`src/rtl/imem_stream_loader.sv`:
```
// imem_stream_loader
//   Synthesizable writer for the byte-wide instruction memory. A byte stream
//   arriving on a valid/ready handshake is written from address 0 upward, one
//   byte per cycle, with a one-cycle registered write port. A trailing partial
//   word is padded with PAD_BYTE. The pipeline is held in reset for RESET_HOLD
//   cycles after the load ends and is then released (pipe_reset=0, pipe_LE=1).
//   Optional feature: define IMEM_LOAD_CHECKSUM_EN to build a mod-256 checksum
//   of the accepted stream bytes; otherwise checksum is tied to 8'h00.
module imem_stream_loader #(
    parameter int         DEPTH      = 512,
    parameter int         ADDR_W     = 9,
    parameter int         RESET_HOLD = 3,
    parameter logic [7:0] PAD_BYTE   = 8'h00
) (
    input  logic              clk,
    input  logic              clr,
    input  logic              start,
    input  logic [7:0]        byte_in,
    input  logic              byte_valid,
    input  logic              load_last,
    output logic              byte_ready,
    output logic              mem_we,
    output logic [ADDR_W-1:0] mem_addr,
    output logic [7:0]        mem_data,
    output logic [ADDR_W:0]   byte_count,
    output logic              overflow,
    output logic              busy,
    output logic              pipe_LE,
    output logic              pipe_reset,
    output logic [7:0]        checksum
);

    typedef enum logic [2:0] {
        S_IDLE,
        S_LOAD,
        S_PAD,
        S_HOLD,
        S_RUN
    } state_e;

    localparam int                HOLD_W    = (RESET_HOLD > 1) ? $clog2(RESET_HOLD) : 1;
    localparam logic [HOLD_W-1:0] HOLD_LAST = HOLD_W'(RESET_HOLD - 1);
    localparam logic [ADDR_W-1:0] WPTR_LAST = ADDR_W'(DEPTH - 1);
    localparam logic [ADDR_W:0]   COUNT_MAX = (ADDR_W + 1)'(DEPTH);

    state_e              state_q, state_d;
    logic [ADDR_W-1:0]   wptr_q, wptr_d;
    logic [ADDR_W:0]     count_q, count_d;
    logic                ovf_q, ovf_d;
    logic [HOLD_W-1:0]   hold_q, hold_d;
    logic                we_q, we_d;
    logic [ADDR_W-1:0]   addr_q, addr_d;
    logic [7:0]          data_q, data_d;

    logic                xfer;
    logic                start_load;

    // A byte moves only while loading; a new load may begin only from IDLE or RUN.
    assign xfer       = (state_q == S_LOAD) && byte_valid;
    assign start_load = start && ((state_q == S_IDLE) || (state_q == S_RUN));

    // Next-state, write-port and counter logic for the load sequence.
    always_comb begin
        // NOTE: every _d gets its default first so no path through the case infers a latch.
        state_d = state_q;
        wptr_d  = wptr_q;
        count_d = count_q;
        ovf_d   = ovf_q;
        hold_d  = hold_q;
        we_d    = 1'b0;
        addr_d  = addr_q;
        data_d  = data_q;

        case (state_q)
            S_IDLE, S_RUN: begin
                if (start_load) begin
                    state_d = S_LOAD;
                    wptr_d  = '0;
                    count_d = '0;
                    ovf_d   = 1'b0;
                end
            end

            S_LOAD: begin
                if (xfer) begin
                    we_d   = 1'b1;
                    addr_d = wptr_q;
                    data_d = byte_in;
                    if (count_q != COUNT_MAX) begin
                        count_d = count_q + 1'b1;
                    end
                    // The pointer parks on the last byte rather than wrapping to 0.
                    if (wptr_q != WPTR_LAST) begin
                        wptr_d = wptr_q + 1'b1;
                    end
                    if (load_last) begin
                        hold_d  = '0;
                        state_d = (wptr_q[1:0] == 2'b11) ? S_HOLD : S_PAD;
                    end else if (wptr_q == WPTR_LAST) begin
                        hold_d  = '0;
                        ovf_d   = 1'b1;
                        state_d = S_HOLD;
                    end
                end
            end

            S_PAD: begin
                we_d   = 1'b1;
                addr_d = wptr_q;
                data_d = PAD_BYTE;
                if (wptr_q != WPTR_LAST) begin
                    wptr_d = wptr_q + 1'b1;
                end
                // This pad byte completes the word when it lands on offset 3.
                if (wptr_q[1:0] == 2'b11) begin
                    hold_d  = '0;
                    state_d = S_HOLD;
                end
            end

            S_HOLD: begin
                if (hold_q == HOLD_LAST) begin
                    state_d = S_RUN;
                end else begin
                    hold_d = hold_q + 1'b1;
                end
            end

            default: begin
                state_d = S_IDLE;
            end
        endcase
    end

    // State and write-port registers; clr also cancels a write already queued.
    always_ff @(posedge clk) begin
        // NOTE: sequential state uses <= so every register samples pre-edge values.
        if (clr) begin
            state_q <= S_IDLE;
            wptr_q  <= '0;
            count_q <= '0;
            ovf_q   <= 1'b0;
            hold_q  <= '0;
            we_q    <= 1'b0;
            addr_q  <= '0;
            data_q  <= '0;
        end else begin
            state_q <= state_d;
            wptr_q  <= wptr_d;
            count_q <= count_d;
            ovf_q   <= ovf_d;
            hold_q  <= hold_d;
            we_q    <= we_d;
            addr_q  <= addr_d;
            data_q  <= data_d;
        end
    end

`ifdef IMEM_LOAD_CHECKSUM_EN
    logic [7:0] sum_q, sum_d;

    // Running mod-256 sum of accepted stream bytes; pad bytes never reach it.
    always_comb begin
        sum_d = sum_q;
        if (start_load) begin
            sum_d = '0;
        end else if (xfer) begin
            sum_d = sum_q + byte_in;
        end
    end

    // Checksum register, cleared with the rest of the loader.
    always_ff @(posedge clk) begin
        if (clr) begin
            sum_q <= '0;
        end else begin
            sum_q <= sum_d;
        end
    end

    assign checksum = sum_q;
`else
    assign checksum = 8'h00;
`endif

    assign byte_ready = (state_q == S_LOAD);
    assign busy       = (state_q == S_LOAD) || (state_q == S_PAD) || (state_q == S_HOLD);
    assign pipe_LE    = (state_q == S_RUN);
    assign pipe_reset = (state_q != S_RUN);
    assign mem_we     = we_q;
    assign mem_addr   = addr_q;
    assign mem_data   = data_q;
    assign byte_count = count_q;
    assign overflow   = ovf_q;

endmodule
```
`config.mk`:
```
export PLATFORM = sky130hd
export DESIGN_NAME = imem_stream_loader
export DESIGN_NICKNAME = d
export VERILOG_FILES = /design/src/rtl/imem_stream_loader.sv
export SDC_FILE = /design/constraint.sdc
export NUM_CORES = 1
export LEC_CHECK = 0
export ABC_AREA = 1
export CAP_MARGIN = 20
export CORE_MARGIN = 3
export CORE_UTILIZATION = 47
export CTS_BUF_LIST = sky130_fd_sc_hd__clkbuf_2
export DETAILED_ROUTE_END_ITERATION = 8
export GPL_TIMING_DRIVEN = 0
export PLACE_DENSITY_LB_ADDON = 0.3
export SLEW_MARGIN = 0
export SYNTH_ARGS = -nofsm -noshare
export SYNTH_HDL_FRONTEND = slang
export SYNTH_SLANG_ARGS = --single-unit
```
`constraint.sdc`:
```
create_clock -name clk -period 2.25 [get_ports clk]
set_clock_uncertainty 0.2 [all_clocks]
set_input_delay 0.675 -clock clk [delete_from_list [all_inputs] [get_ports clk]]
set_output_delay 0.675 -clock clk [all_outputs]
set_load 0.005 [all_outputs]
```
Yosys cells after proc, flatten, opt, wreduce, memory -nomap -nowiden
Index checks and enable logic that the tools add are counted.

word-level totals
  register bits = 43
  logic and storage cells = 80
  input port bits = 13
  output and inout port bits = 41

operators by class
  equality and inequality tests = 19
  $add $sub $neg = 3
  reductions and logical operators = 17
  multiplexer cells = 33

operator list
  kind                   count
  $mux 9                 4
  $mux 10                3
  $pmux 9 s3             1
  $pmux 10 s2            1
  $mux 3                 6
  $pmux 9 s2             1
  $pmux 8 s2             1
  $reduce_and 5->1       3
  $pmux 3 s4             1
  $add 10x1->10 const B  1
  $mux 2                 5
  $ne 10x10->1 const B   1
  $ne 2x2->1 const B     5
  $add 9x1->9 const B    1
  $eq 9x9->1 const B     1
  $ne 9x9->1 const B     1
  $mux 8                 1
  $eq 3x2->1 const B     2
  $mux 1                 6
  $ne 2x1->1 const B     3
  $pmux 2 s3             1
  $reduce_bool 3->1      2
  $eq 2x2->1 const B     2
  $pmux 1 s2             2
  other kinds (13)       17

Logic depth before layout (Yosys ltp)
Gate-level depths: netlist (run 1).

  depth in word-level cells = 5
  gate-level depth with buffers = 13

Least setup slack after synthesis (run 1)
OpenSTA, ideal clock, no wires.

  path kind = flip-flop to flip-flop
  start point = register wptr_q[0]
  end point = register hold_q[0]
  path slack = 0.123 ns
  buffers on the path = 0
  stages on the path, launching flop included = 14
  clock period less this slack = 2.127 ns
  data arrival time = 1.815 ns
  data required time = 1.937 ns
  path through = dfxtp_1 -> ha_1 -> nand2_1 -> nor3_1 -> nand2_1 -> nor2_1 -> ha_1 -> nor2_1 -> nand2_1 -> o21ai_2 -> nor2_1 -> nand2_1 -> nand2_1 -> nor2_1

on the way
  word-level cells in the longest chain between the ends = 3
  elaborated cells on any way between the ends = 5
  classes of those cells = 4 x eq/ne; 1 x reduce/logical

RTL lines
  element                                                    RTL line  RTL
  start: declaration                                         47        logic [ADDR_W-1:0] wptr_q, wptr_d;
  start signal: assignment                                   149       wptr_q <= wptr_d;
  $eq 9x9->1 or $eq 2x2->1 (tied branches)                   99, 115
  $ne 3x2->1 (no source line) or $ne 2x2->1 (tied branches)  -
  $reduce_and 5->1 (no source line) (*)                      -
  end signal: assignment                                     152       hold_q <= hold_d;
  end: declaration                                           50        logic [HOLD_W-1:0] hold_q, hold_d;

Mark *: on every way between the ends. The rest lies on a longest branch, timed or not.
A chain may end at the register's enable or synchronous reset.

Worst setup path in the final report (run 1)
  start point = register count_q[4] (netlist: byte_count[4])
  end point = output byte_count[4]

RTL lines
  element                   RTL line  RTL
  start: declaration        48        logic [ADDR_W:0] count_q, count_d;
  start signal: assignment  150       count_q <= count_d;
  end: declaration          25        output logic [ADDR_W:0] byte_count,

No word-level cell between the ends.

==> results of run 1 <==
==> area by class of cell <==
class / count / area share
well taps: 67 / 0.0262
multi-input cells: 254 / 0.397
clock inverters: 3 / 0.00626
repair buffers: 63 / 0.185
inverters: 42 / 0.0516
clock buffers: 5 / 0.00782
plain buffers: 18 / 0.0352
flip-flops and latches: 43 / 0.290
==> power by group <==
part	switching (mW)	internal, mW	total [mW]
clock	0.269	0.0734	0.342
combinational	1.01	0.774	1.78
sequential	0.107	0.966	1.07
total	1.38	1.81	3.20
==> worst min path at each step <==
stage,startpoint,to,cells after the start
after floorplan,hold_q[1],hold_q[1],2
after global placement,mem_data[1],mem_data[1],2
after detailed placement,hold_q[1],hold_q[1],2
after CTS,hold_q[1],hold_q[1],2
after global routing,hold_q[0],hold_q[0],2
final,hold_q[1],hold_q[1],2
==> worst reg2reg max path, stage by stage, from the launching register on <==
cell and delay [ns]:
dfxtp_4 0.42, ha_4 0.17, nand2_1 0.09, nor3_2 0.15, nand2_1 0.11, nor2_2 0.12, ha_2 0.22, nor2_1 0.05
nand2_1 0.07, o21ai_2 0.09, nor2_2 0.17, nand2_1 0.06, nand2_1 0.05, nor2_1 0.04
==> logic make-up after synthesis <==
group | count (synthesis) | synth area share
compound gates | 46 | 0.108
xor+xnor | 2 | 0.00749
fa+ha+maj | 5 | 0.0267
buf+inv | 61 | 0.117
flops | 43 | 0.368
other cells | 1 | 0.00160
simple gates | 193 | 0.371
==> cell usage after synthesis, drive strengths merged <==
master,n
a21oi,17
nand4,9
nor3,5
ha,5
dfxtp,43
xor2,2
nor2,55
o21a,1
buf,13
a31oi,1
inv,42
conb,1
nand2,89
nand3b,2
clkbuf,6
nand3,33
o21ai,27
==> sequential cells by signal, summed over array words and instances, names as in the netlist <==
register,cells
mem_we,1
hold_q,2
wptr_q,9
state_q,3
mem_addr,9
mem_data,8
byte_count,10
overflow,1
==> per-layer routing <==
metal  vias to the layer above  routed length, um  track usage
li1                       1254                  -            -
met1                      1073               2680        0.246
met2                        48               2940        0.366
met3                         6                188       0.0414
met4                         0                 61       0.0634
met5                         -                  0            0
==> repair_timing <==
action	in CTS	in global routing
pin swaps	3	5
buffers inserted	7	11
gates resized for setup	42	31
endpoints found under the setup margin	26	38
==> reports/results.ini, run 1 <==
[final_layout]
fin_nets=445
final_core_util=0.673
multi_input_area_sq_um=1270
n_fill_cell=413
antenna_cells=0
stdcell_count=495
syn_to_final_growth_pct=36.7
final_common_cell=nand2_1
stdcell_area_sq_um=3200
drive_gt1_frac=0.224
seq_area_sq_um=927
layout_common_cells=85 x nand2_1, 45 x nor2_1, 39 x inv_1

[placed_design]
gp_congestion=0.911
place_ws_ns=-0.205
hpwl_mm=4.16
placed_area_sq_um=2900
dp_cells=470
portBuffers=45

[worst_setup_path]
crit_arrival_ns=1.33
path_class=register to output port
reg2reg_depth=13
critPathRequiredTime_ns=1.37
rrSetupSlack_ns=0.18
path_buf_inv=1
slowest_stage=clkdlybuf4s50_1
crit_fanout=4
worstPathCellList=clkdlybuf4s50_1
r2r_end=state_q[2]
cpLargestDelayFamily=buffers and inverters
crit_end=byte_count[4]
end_kind=output port
cpPeakStageDelay_ns=0.49
worstSetupStartpoint=byte_count[4]
cp-start-kind=register
cp.depth=1
reg2reg_from=wptr_q[0]

[global_route]
grt_pass1_vias=2193
antenna_found_initial=0
grt.overflow.total=0
grt_pass1_wl_mm=9.89
grtUsageTotal=0.205
grt_max_degree=15

[synthesis]
synth_cell_types=29
syn-mean-instance-area_sq_um=6.67
synth_warnings=0
synthTopCellsByArea=dfxtp_1 37%, nand2_1 14%, nor2_1 7.9%, inv_1 6.4%, nand3_1 6.4%
ys_seq_area_frac=0.368
synth-seq-cells=43
synth_top_area_frac=0.368
post-synth-top-area-cell=dfxtp_1
syn-cell-area_sq_um=2340
syn_inst=351

[clock_network]
h-tree-depth=2
cts_inserted_buffers=5
postCtsHoldBufs=0
clkSlewWorstSetupHoldPaths_ns=0.23
cts_tree=built
clk_path_buf_depth=2
root_buffer=clkbuf_2
clk_latency_ns=0.42
cts.sinks=43

[timing]
fin_crit_sh=0.980
setup_viol=0
period_minus_slack_ns=2.21
fin_ws_ns=0.0441
relSlewSlack=0.638
worstMarginPinSlew_ns=0.543
setup_tns_ns=0
rsz0062_at_grt=true
hold_ws_ns=0.299
final_hold_viol_count=0
slew_viol_final=0
fmax_mhz=453

[detailed_routing]
drt_iter0_markers=120
ant_nets=0
wl_per_cell_um=11.9
vias_per_cell=4.81
drc=0
totalWireLength_mm=5.87
drt_pass1_iterations=4
vias=2381

[power_and_ir_drop]
cellPowerDensity_nw_per_um2=1000
fin_total_pwr_mw=3.20
ir_worst_vdd_uv=482
p_leak_nw=1.50

[min_path]
min_path_type=register to register

[run_status]
outcome=finished clean

[floorplanning]
die-width_um=76.6
rows=25
pin_count=54
dieArea_sq_um=5860
initial_core_util=0.492
core_area_sq_um=4750
die_y_um=76.6

[job]
maxCapViolations=0

(Power assumes the default switching activity.)
==> run 2: changes to the inputs <==
Settings changed: CELL_PAD_IN_SITES_DETAIL_PLACEMENT from default to 1, CELL_PAD_IN_SITES_GLOBAL_PLACEMENT from default to 1, CORE_UTILIZATION 47 to 32.
==> reports/results.ini, run 2 (same netlist as run 1, synthesis figures left out) <==
[final_layout]
antenna_cells=0
syn_to_final_growth_pct=42.2
largest_reg_flops=10
final_common_cell=nand2_1
stdcell_area_sq_um=3330
stdcell_count=529
n_fill_cell=912
drive_gt1_frac=0.254
fin_nets=450
layout_common_cells=85 x nand2_1, 44 x nor2_1, 38 x inv_1

[global_route]
grt_pass1_vias=2602
grtUsageTotal=0.177
grt_max_degree=17
antenna_found_initial=0
grt.overflow.total=0
grt_pass1_wl_mm=12.2

[detailed_routing]
vias=2508
drt_iter0_markers=44
wl_per_cell_um=14.0
ant_nets=0
drt_pass1_iterations=4
totalWireLength_mm=7.40
drc=0
vias_per_cell=4.74

[floorplanning]
dieArea_sq_um=8370
die_y_um=91.5
rows=30
pin_count=54
initial_core_util=0.337
core_area_sq_um=6940
die-width_um=91.5

[worst_setup_path]
crit_fanout=3
end_kind=output port
r2r_end=mem_data[2]
cp.depth=4
cp-start-kind=register
cpLargestDelayFamily=flip-flops
worstSetupStartpoint=state_q[1]
worstPathCellList=nor2_4 > buf_4 > nor2_2 > dlygate4sd2_1
reg2reg_depth=8
crit_end=busy
reg2reg_from=state_q[0]
critPathRequiredTime_ns=1.37
rrSetupSlack_ns=0.18
path_buf_inv=2
crit_arrival_ns=1.37
slowest_stage=dfxtp_4
path_class=register to output port
cpPeakStageDelay_ns=0.41

[job]
maxCapViolations=0

[timing]
setup_viol=0
worstMarginPinSlew_ns=0.566
period_minus_slack_ns=2.24
relSlewSlack=0.622
final_hold_viol_count=0
slew_viol_final=0
rsz0062_at_grt=true
fmax_mhz=446
fin_crit_sh=0.997
setup_tns_ns=0

[clock_network]
h-tree-depth=2
clk_latency_ns=0.45
cts_tree=built
root_buffer=clkbuf_2
clk_path_buf_depth=2
cts_inserted_buffers=5
cts.sinks=43
clkSlewWorstSetupHoldPaths_ns=0.24

[power_and_ir_drop]
p_int_mw=1.83
cellPowerDensity_nw_per_um2=1000
p_leak_nw=1.84
clkPwrFrac=0.119
switchingPower_mw=1.50
swShare=0.451
ir_worst_vdd_uv=419
pwr-share-seq=0.326
combPwrFrac=0.555

[min_path]
min_path_type=register to register

[placed_design]
hpwl_mm=5.09
gp_congestion=0.756
portBuffers=45
placed_area_sq_um=2940
dp_cells=499

[run_status]
outcome=finished clean

==> run 2: metal layers <==
metal	up-vias	global-route usage	wire, um
met5	-	0	0
met4	0	0.0427	111
met3	10	0.0323	230
met2	41	0.309	3740
met1	1193	0.224	3320
li1	1264	-	-
==> run 2: final cells by class <==
class	count	area (sq um)	share of cell area
buffer	18	113	0.0338
clock buffer	5	25.0	0.00752
clock inverter	3	26.3	0.00790
inverter	42	165	0.0496
multi-input combinational	254	1280	0.384
sequential	43	933	0.281
tap	96	120	0.0361
timing repair buffer	68	667	0.200
==> run 2: power groups by stage <==
stage	clock, mW	sequential [mW]	combinational, mW
floorplan	0	1.08	0.992
global placement	0	1.09	1.60
detailed placement	0	1.10	1.64
CTS	0.406	1.08	1.82
global route	0.446	1.11	2.07
finish	0.397	1.09	1.85
==> run 2: worst min path at each step <==
stage / startpoint / depth (start not counted) / slack, ns / endpoint
floorplan: hold_q[1] / 2 / 0.25 / hold_q[1]
global placement: hold_q[0] / 2 / 0.27 / hold_q[0]
detailed placement: mem_data[6] / 2 / 0.28 / mem_data[6]
CTS: hold_q[1] / 2 / 0.31 / hold_q[1]
global route: mem_data[6] / 2 / 0.34 / mem_data[6]
finish: hold_q[1] / 2 / 0.30 / hold_q[1]
==> run 2: what timing repair did <==
action / CTS / global route
hold buffers: 0 / 0
pin swaps: 3 / 8
buffers inserted: 15 / 8
endpoints found under the setup margin: 36 / 40
resized for setup: 62 / 41
==> run 2: through the flow <==
step | hold WS, ns | setup WS (ns) | power [mW] | util
6_report | 0.304 | 0.00575 | 3.33 | 0.479
3_5_place_dp | 0.276 | -0.296 | 2.74 | 0.423
3_3_place_gp | 0.266 | -0.227 | 2.69 | 0.423
4_1_cts | 0.308 | 0.000945 | 3.30 | 0.459
5_1_grt | 0.336 | -0.0642 | 3.63 | 0.479
2_1_floorplan | 0.253 | 0.123 | 2.07 | -
==> run 2: worst min-delay path, delay by kind of cell (launching register included) <==
family | cells | cell delay, ns
AO/OA/AOI/OAI | 2 | 0.13
flip-flops | 1 | 0.37
==> RTL change 1: new RTL, settings of run 2 <==
The 5 states of `state_e` get a Gray code encoding in 3 bits.
--- a/src/rtl/imem_stream_loader.sv
+++ b/src/rtl/imem_stream_loader.sv
@@ -31,11 +31,11 @@
 );
 
     typedef enum logic [2:0] {
-        S_IDLE,
-        S_LOAD,
-        S_PAD,
-        S_HOLD,
-        S_RUN
+        S_IDLE = 3'b000,
+        S_LOAD = 3'b001,
+        S_PAD  = 3'b011,
+        S_HOLD = 3'b010,
+        S_RUN  = 3'b110
     } state_e;
 
     localparam int                HOLD_W    = (RESET_HOLD > 1) ? $clog2(RESET_HOLD) : 1;
Formal check against the unedited RTL: same outputs for any inputs over 10 cycles, from zero or initial values; not proved beyond that.
==> RTL change 1 against run 2 <==
- the run now ends with negative setup slack left
- via count down 0.56%
- setup slack worse by 0.039 ns
- core utilization up 3.3 points
- die area down 3.8%
- sequential cell count unchanged
- design area up 1.0%
- routed wire length up 1.4%
- area after synthesis down 4.1%
- global-route usage up 0.39 points
- power up 9.0%
- highest routed layer unchanged
==> RTL change 1: results (changes against run 2) <==
INFO  detailed_routing num_vias=2,494 [was 2,508]
INFO  power_and_ir_drop ir_worst_vdd=0.0004491V [was 0.0004186 V]
INFO  detailed_routing postRouteWirelength=7503um [was 7399 um]
INFO  cells_and_area ratio_of_cells_with_drive_above_1_in_the_final_layout=0.2827 [was 0.2540]
INFO  global_route   largest_net_degree_at_the_start_of_global_routing=16 [was 17]
INFO  hold_path      holdPathEnd=mem_data[7] [was hold_q[1]]
INFO  cells_and_area fillers=843 [was 912]
INFO  timing         setup-violations-final=1 [was 0]
INFO  global_route   track_usage=0.1807 [was 0.1769]
INFO  timing         timing.hold.ws=0.2803ns [was 0.3045 ns]
INFO  yosys          synth.yosys.seq_area_share=0.3835 [was 0.3679]
INFO  global_route   first_pass_grt_wire_length=12,270um [was 12,160 um]
INFO  yosys          synth.top_cells.by_area=sky130_fd_sc_hd__dfxtp_1 38%, sky130_fd_sc_hd__nand2_1 15%, sky130_fd_sc_hd__nor2_1 8.5% [was sky130_fd_sc_hd__dfxtp_1 37%, sky130_fd_sc_hd__nand2_1 14%, sky130_fd_sc_hd__nor2_1 7.9%]
INFO  timing         worst_slack=-0.03294ns [was 0.005746 ns]
INFO  outcome        violations=negative setup slack
INFO  setup_path     timing.rr.end=state_q[2] [was mem_data[2]]
INFO  setup_path     critPathMaxFanout=2 [was 3]
INFO  clock_network  cts.clk_slew.worst_paths=0.27ns [was 0.24 ns]
INFO  detailed_routing dr.first_iter.drc_count=95 [was 44]
INFO  setup_path     timing.rr.start=state_q[1] [was state_q[0]]
INFO  timing         setup_total_negative_slack=-0.03294ns [was 0 ns]
INFO  yosys          synthCells=339 [was 351]
INFO  setup_path     worst_setup_sp=state_q[0] [was state_q[1]]
INFO  outcome        outcome=finished, violations left [was finished clean]
INFO  place          port-buffer-count=43 [was 45]
INFO  global_route   first_global_vias=2,627 [was 2,602]
INFO  timing         timing.slew.headroom=0.6360 [was 0.6224]
INFO  place          place.detailed.hpwl=4953um [was 5091 um]
==> RTL change 1: changes by cell type in the layout (fill, tap and decap cells not counted), moves of 4 or more <==
cell	delta
sky130_fd_sc_hd__inv_1	-7
sky130_fd_sc_hd__buf_4	+7
sky130_fd_sc_hd__nor2_2	-5
sky130_fd_sc_hd__dlygate4sd2_1	-4
sky130_fd_sc_hd__dfxtp_4	-4
sky130_fd_sc_hd__nand4_1	-9
sky130_fd_sc_hd__a21oi_1	+11
sky130_fd_sc_hd__o21ai_0	-9
==> RTL change 1: cell families (layout without fill, tap and decap cells) <==
family / count (synthesis) / count (layout) / synth area share
other: 1 / 8 / 0.001671
AOI/OAI and AO/OA: 47 / 47 / 0.1093
buffers and inverters: 54 / 136 / 0.1104
adders and majority gates: 5 / 5 / 0.02787
DFF: 43 / 43 / 0.3835
muxes: 1 / 1 / 0.004459
xor gates and xnor gates: 1 / 1 / 0.003903
and+or+nand+nor: 187 / 187 / 0.3590
==> RTL change 1: timing repair <==
action	4_1_cts	5_1_grt
hold endpoints to repair	0	0
endpoints found under the setup margin	28	44
gates resized for setup	64	54
buffers inserted	18	14
pin swaps	5	9
==> RTL change 1: how the worst max path moves through the flow <==
stage	to	slack [ns]	depth (start not counted)
6_report	busy	-0.03	5
5_1_grt	busy	-0.12	5
4_1_cts	state_q[1]	-0.02	14
3_5_place_dp	hold_q[0]	-0.29	15
3_3_place_gp	byte_ready	-0.22	4
2_1_floorplan	hold_q[0]	0.22	15
==> RTL change 1: worst min-delay path, stage by stage, from the launching register on <==
cell and delay [ns]:
sky130_fd_sc_hd__dfxtp_2 0.38, sky130_fd_sc_hd__nand2_1 0.05, sky130_fd_sc_hd__a21oi_1 0.05
==> RTL change 1: area by class of cell <==
type | instances | share of cell area
plain buffers | 17 | 0.03202
clock buffers | 5 | 0.007446
clock inverters | 3 | 0.007446
inverters | 36 | 0.04319
multi-input cells | 249 | 0.3850
flip-flops and latches | 43 | 0.2744
well taps | 93 | 0.03462
repair buffers | 75 | 0.2159
==> RTL change 1: stage by stage <==
stage | total power [mW] | cell area (um^2) | util
global placement | 2.717 | 2818 | 0.4290
detailed placement | 2.770 | 2818 | 0.4290
CTS | 3.504 | 3132 | 0.4769
finish | 3.635 | 3361 | 0.5117
floorplan | 2.130 | 2271 | -
global route | 3.953 | 3361 | 0.5117
==> RTL change 1: where the power goes <==
part | internal, mW | switching (mW)
registers | 0.965 | 0.124
clock network | 0.0806 | 0.301
logic | 0.910 | 1.25
==> RTL change 1: per-layer routing <==
metal,share of wire,vias up,GRT usage
li1,-,1230,-
met1,0.43,1207,0.2135
met2,0.53,46,0.3302
met3,0.028,11,0.03673
met4,0.014,0,0.05109
met5,0,-,0
==> RTL change 2: new RTL, settings of run 2 <==
Without the edit above. `RESET_HOLD`: 3 -> 5.
--- a/src/rtl/imem_stream_loader.sv
+++ b/src/rtl/imem_stream_loader.sv
@@ -9,7 +9,7 @@
 module imem_stream_loader #(
     parameter int         DEPTH      = 512,
     parameter int         ADDR_W     = 9,
-    parameter int         RESET_HOLD = 3,
+    parameter int         RESET_HOLD = 5,
     parameter logic [7:0] PAD_BYTE   = 8'h00
 ) (
     input  logic              clk,
Formal check against the unedited RTL: not equivalent (Yosys sat finds a counterexample within 10 cycles, from zero or initial values).
==> RTL change 2 against run 2 <==
- routed wire length up 4.5%
- via count up 3.8%
- sequential cell count up 1
- power down 1.6%
- critical path depth down 3
- first-iteration DRC count rose to 2.9 times the old value
- setup slack better by 0.047 ns
- synthesized cell count up 2.8%
- sequential power about the same
- area after synthesis up 7.3%
- design area up 7.6%
- die area up 6.8%
- sequential share of layout area down 1.6 points
- critical path type unchanged
==> RTL change 2: results (changes against run 2) <==
INFO  yosys          synth.yosys.seq_area_share=0.3509 [was 0.3679]
INFO  cells_and_area ratio_of_cells_with_drive_above_1_in_the_final_layout=0.2803 [was 0.2540]
INFO  global_route   first_pass_grt_wire_length=12,430um [was 12,160 um]
INFO  global_route   largest_net_degree_at_the_start_of_global_routing=16 [was 17]
INFO  global_route   first_global_vias=2,634 [was 2,602]
INFO  timing         timing.slew.headroom=0.6504 [was 0.6224]
INFO  outcome        outcome=finished clean [unchanged]
INFO  setup_path     cpMaxStageDelayCell=sky130_fd_sc_hd__clkdlybuf4s50_1 [was sky130_fd_sc_hd__dfxtp_4]
INFO  cells_and_area num-nets-final=464 [was 450]
INFO  hold_path      min_from=mem_data[6] [was hold_q[1]]
INFO  place          dp_worst_setup_slack=-0.3671ns [was -0.2963 ns]
INFO  global_route   track_usage=0.1738 [was 0.1769]
INFO  setup_path     arrival=1.32ns [was 1.37 ns]
INFO  detailed_routing num_vias=2,604 [was 2,508]
INFO  place          place.detailed.hpwl=5232um [was 5091 um]
INFO  detailed_routing route.detailed.vias_per_inst=4.778 [was 4.741]
INFO  setup_path     critPathMaxStageDelay=0.49ns [was 0.41 ns]
INFO  cells_and_area fillers=964 [was 912]
INFO  power_and_ir_drop ir_worst_vdd=0.0004015V [was 0.0004186 V]
INFO  setup_path     timing.critical_path.max_delay_family=buffers and inverters [was flip-flops]
INFO  place          gpl.final_weighted_congestion=0.8138 [was 0.7555]
INFO  detailed_routing dr.first_iter.drc_count=126 [was 44]
INFO  yosys          synth.top_cells.by_area=sky130_fd_sc_hd__dfxtp_1 35%, sky130_fd_sc_hd__nand2_1 13%, sky130_fd_sc_hd__nor2_1 6.6% [was sky130_fd_sc_hd__dfxtp_1 37%, sky130_fd_sc_hd__nand2_1 14%, sky130_fd_sc_hd__nor2_1 7.9%]
INFO  yosys          synth.cells.most_frequent=87 x sky130_fd_sc_hd__nand2_1, 44 x sky130_fd_sc_hd__dfxtp_1, 44 x sky130_fd_sc_hd__nor2_1, 39 x sky130_fd_sc_hd__inv_1, 25 x sky130_fd_sc_hd__nand3_1 [was 85 x sky130_fd_sc_hd__nand2_1, 49 x sky130_fd_sc_hd__nor2_1, 43 x sky130_fd_sc_hd__dfxtp_1, 40 x sky130_fd_sc_hd__inv_1, 30 x sky130_fd_sc_hd__nand3_1]
INFO  place          place_inst=512 [was 499]
INFO  setup_path     worst_setup_sp=byte_count[8] [was state_q[1]]
INFO  detailed_routing dr_wl_met2=3923um [was 3739 um]
INFO  detailed_routing met1_length=3495um [was 3318 um]
INFO  clock_network  cts.clk_slew.worst_paths=0.26ns [was 0.24 ns]
INFO  power_and_ir_drop total_leakage_power=1.857nW [was 1.842 nW]
[RTL change 2: metal layers]
metal / GRT usage / up-vias
met5: 0 / -
met4: 0.03486 / 0
met3: 0.02629 / 6
met2: 0.3073 / 39
met1: 0.2240 / 1253
li1: - / 1306
[RTL change 2: path summary, 6_finish.rpt]
path	to	slack, ns
setup / recovery	byte_count[8]	0.05
hold / removal	mem_data[6]	0.29
setup reg to reg	hold_q[1]	0.11
hold reg to reg	mem_data[6]	0.29
[RTL change 2: cell families (layout without fill, tap and decap cells)]
family | count (synthesis) | in the layout | synth area share
DFF | 44 | 44 | 0.3509
xor gates and xnor gates | 5 | 5 | 0.01745
other | 1 | 8 | 0.001494
AOI/OAI and AO/OA | 50 | 50 | 0.1122
buffers and inverters | 61 | 139 | 0.1196
adders and majority gates | 6 | 6 | 0.02991
and+or+nand+nor | 194 | 194 | 0.3684
[RTL change 2: where the power goes]
part / switching [mW] / internal, mW / total, mW / leakage [nW]
registers: 0.112 / 0.980 / 1.09 / 0.375
clock network: 0.297 / 0.191 / 0.488 / 0.0396
logic: 0.951 / 0.749 / 1.70 / 1.44
total: 1.36 / 1.92 / 3.28 / 1.86
[RTL change 2: area by class of cell]
cell class | instances | area, um^2 | area share
clock inverters | 3 | 46.29 | 0.01294
repair buffers | 73 | 681.9 | 0.1906
plain buffers | 17 | 123.9 | 0.03462
clock buffers | 5 | 25.02 | 0.006993
multi-input cells | 263 | 1470 | 0.4108
well taps | 99 | 123.9 | 0.03462
inverters | 41 | 161.4 | 0.04510
flip-flops and latches | 44 | 945.9 | 0.2643
[RTL change 2: what timing repair did]
| action | in CTS | in global routing |
|---|---|---|
| pin swaps | 4 | 11 |
| endpoints found under the setup margin | 31 | 42 |
| resized for setup | 56 | 48 |
| setup buffers | 19 | 9 |
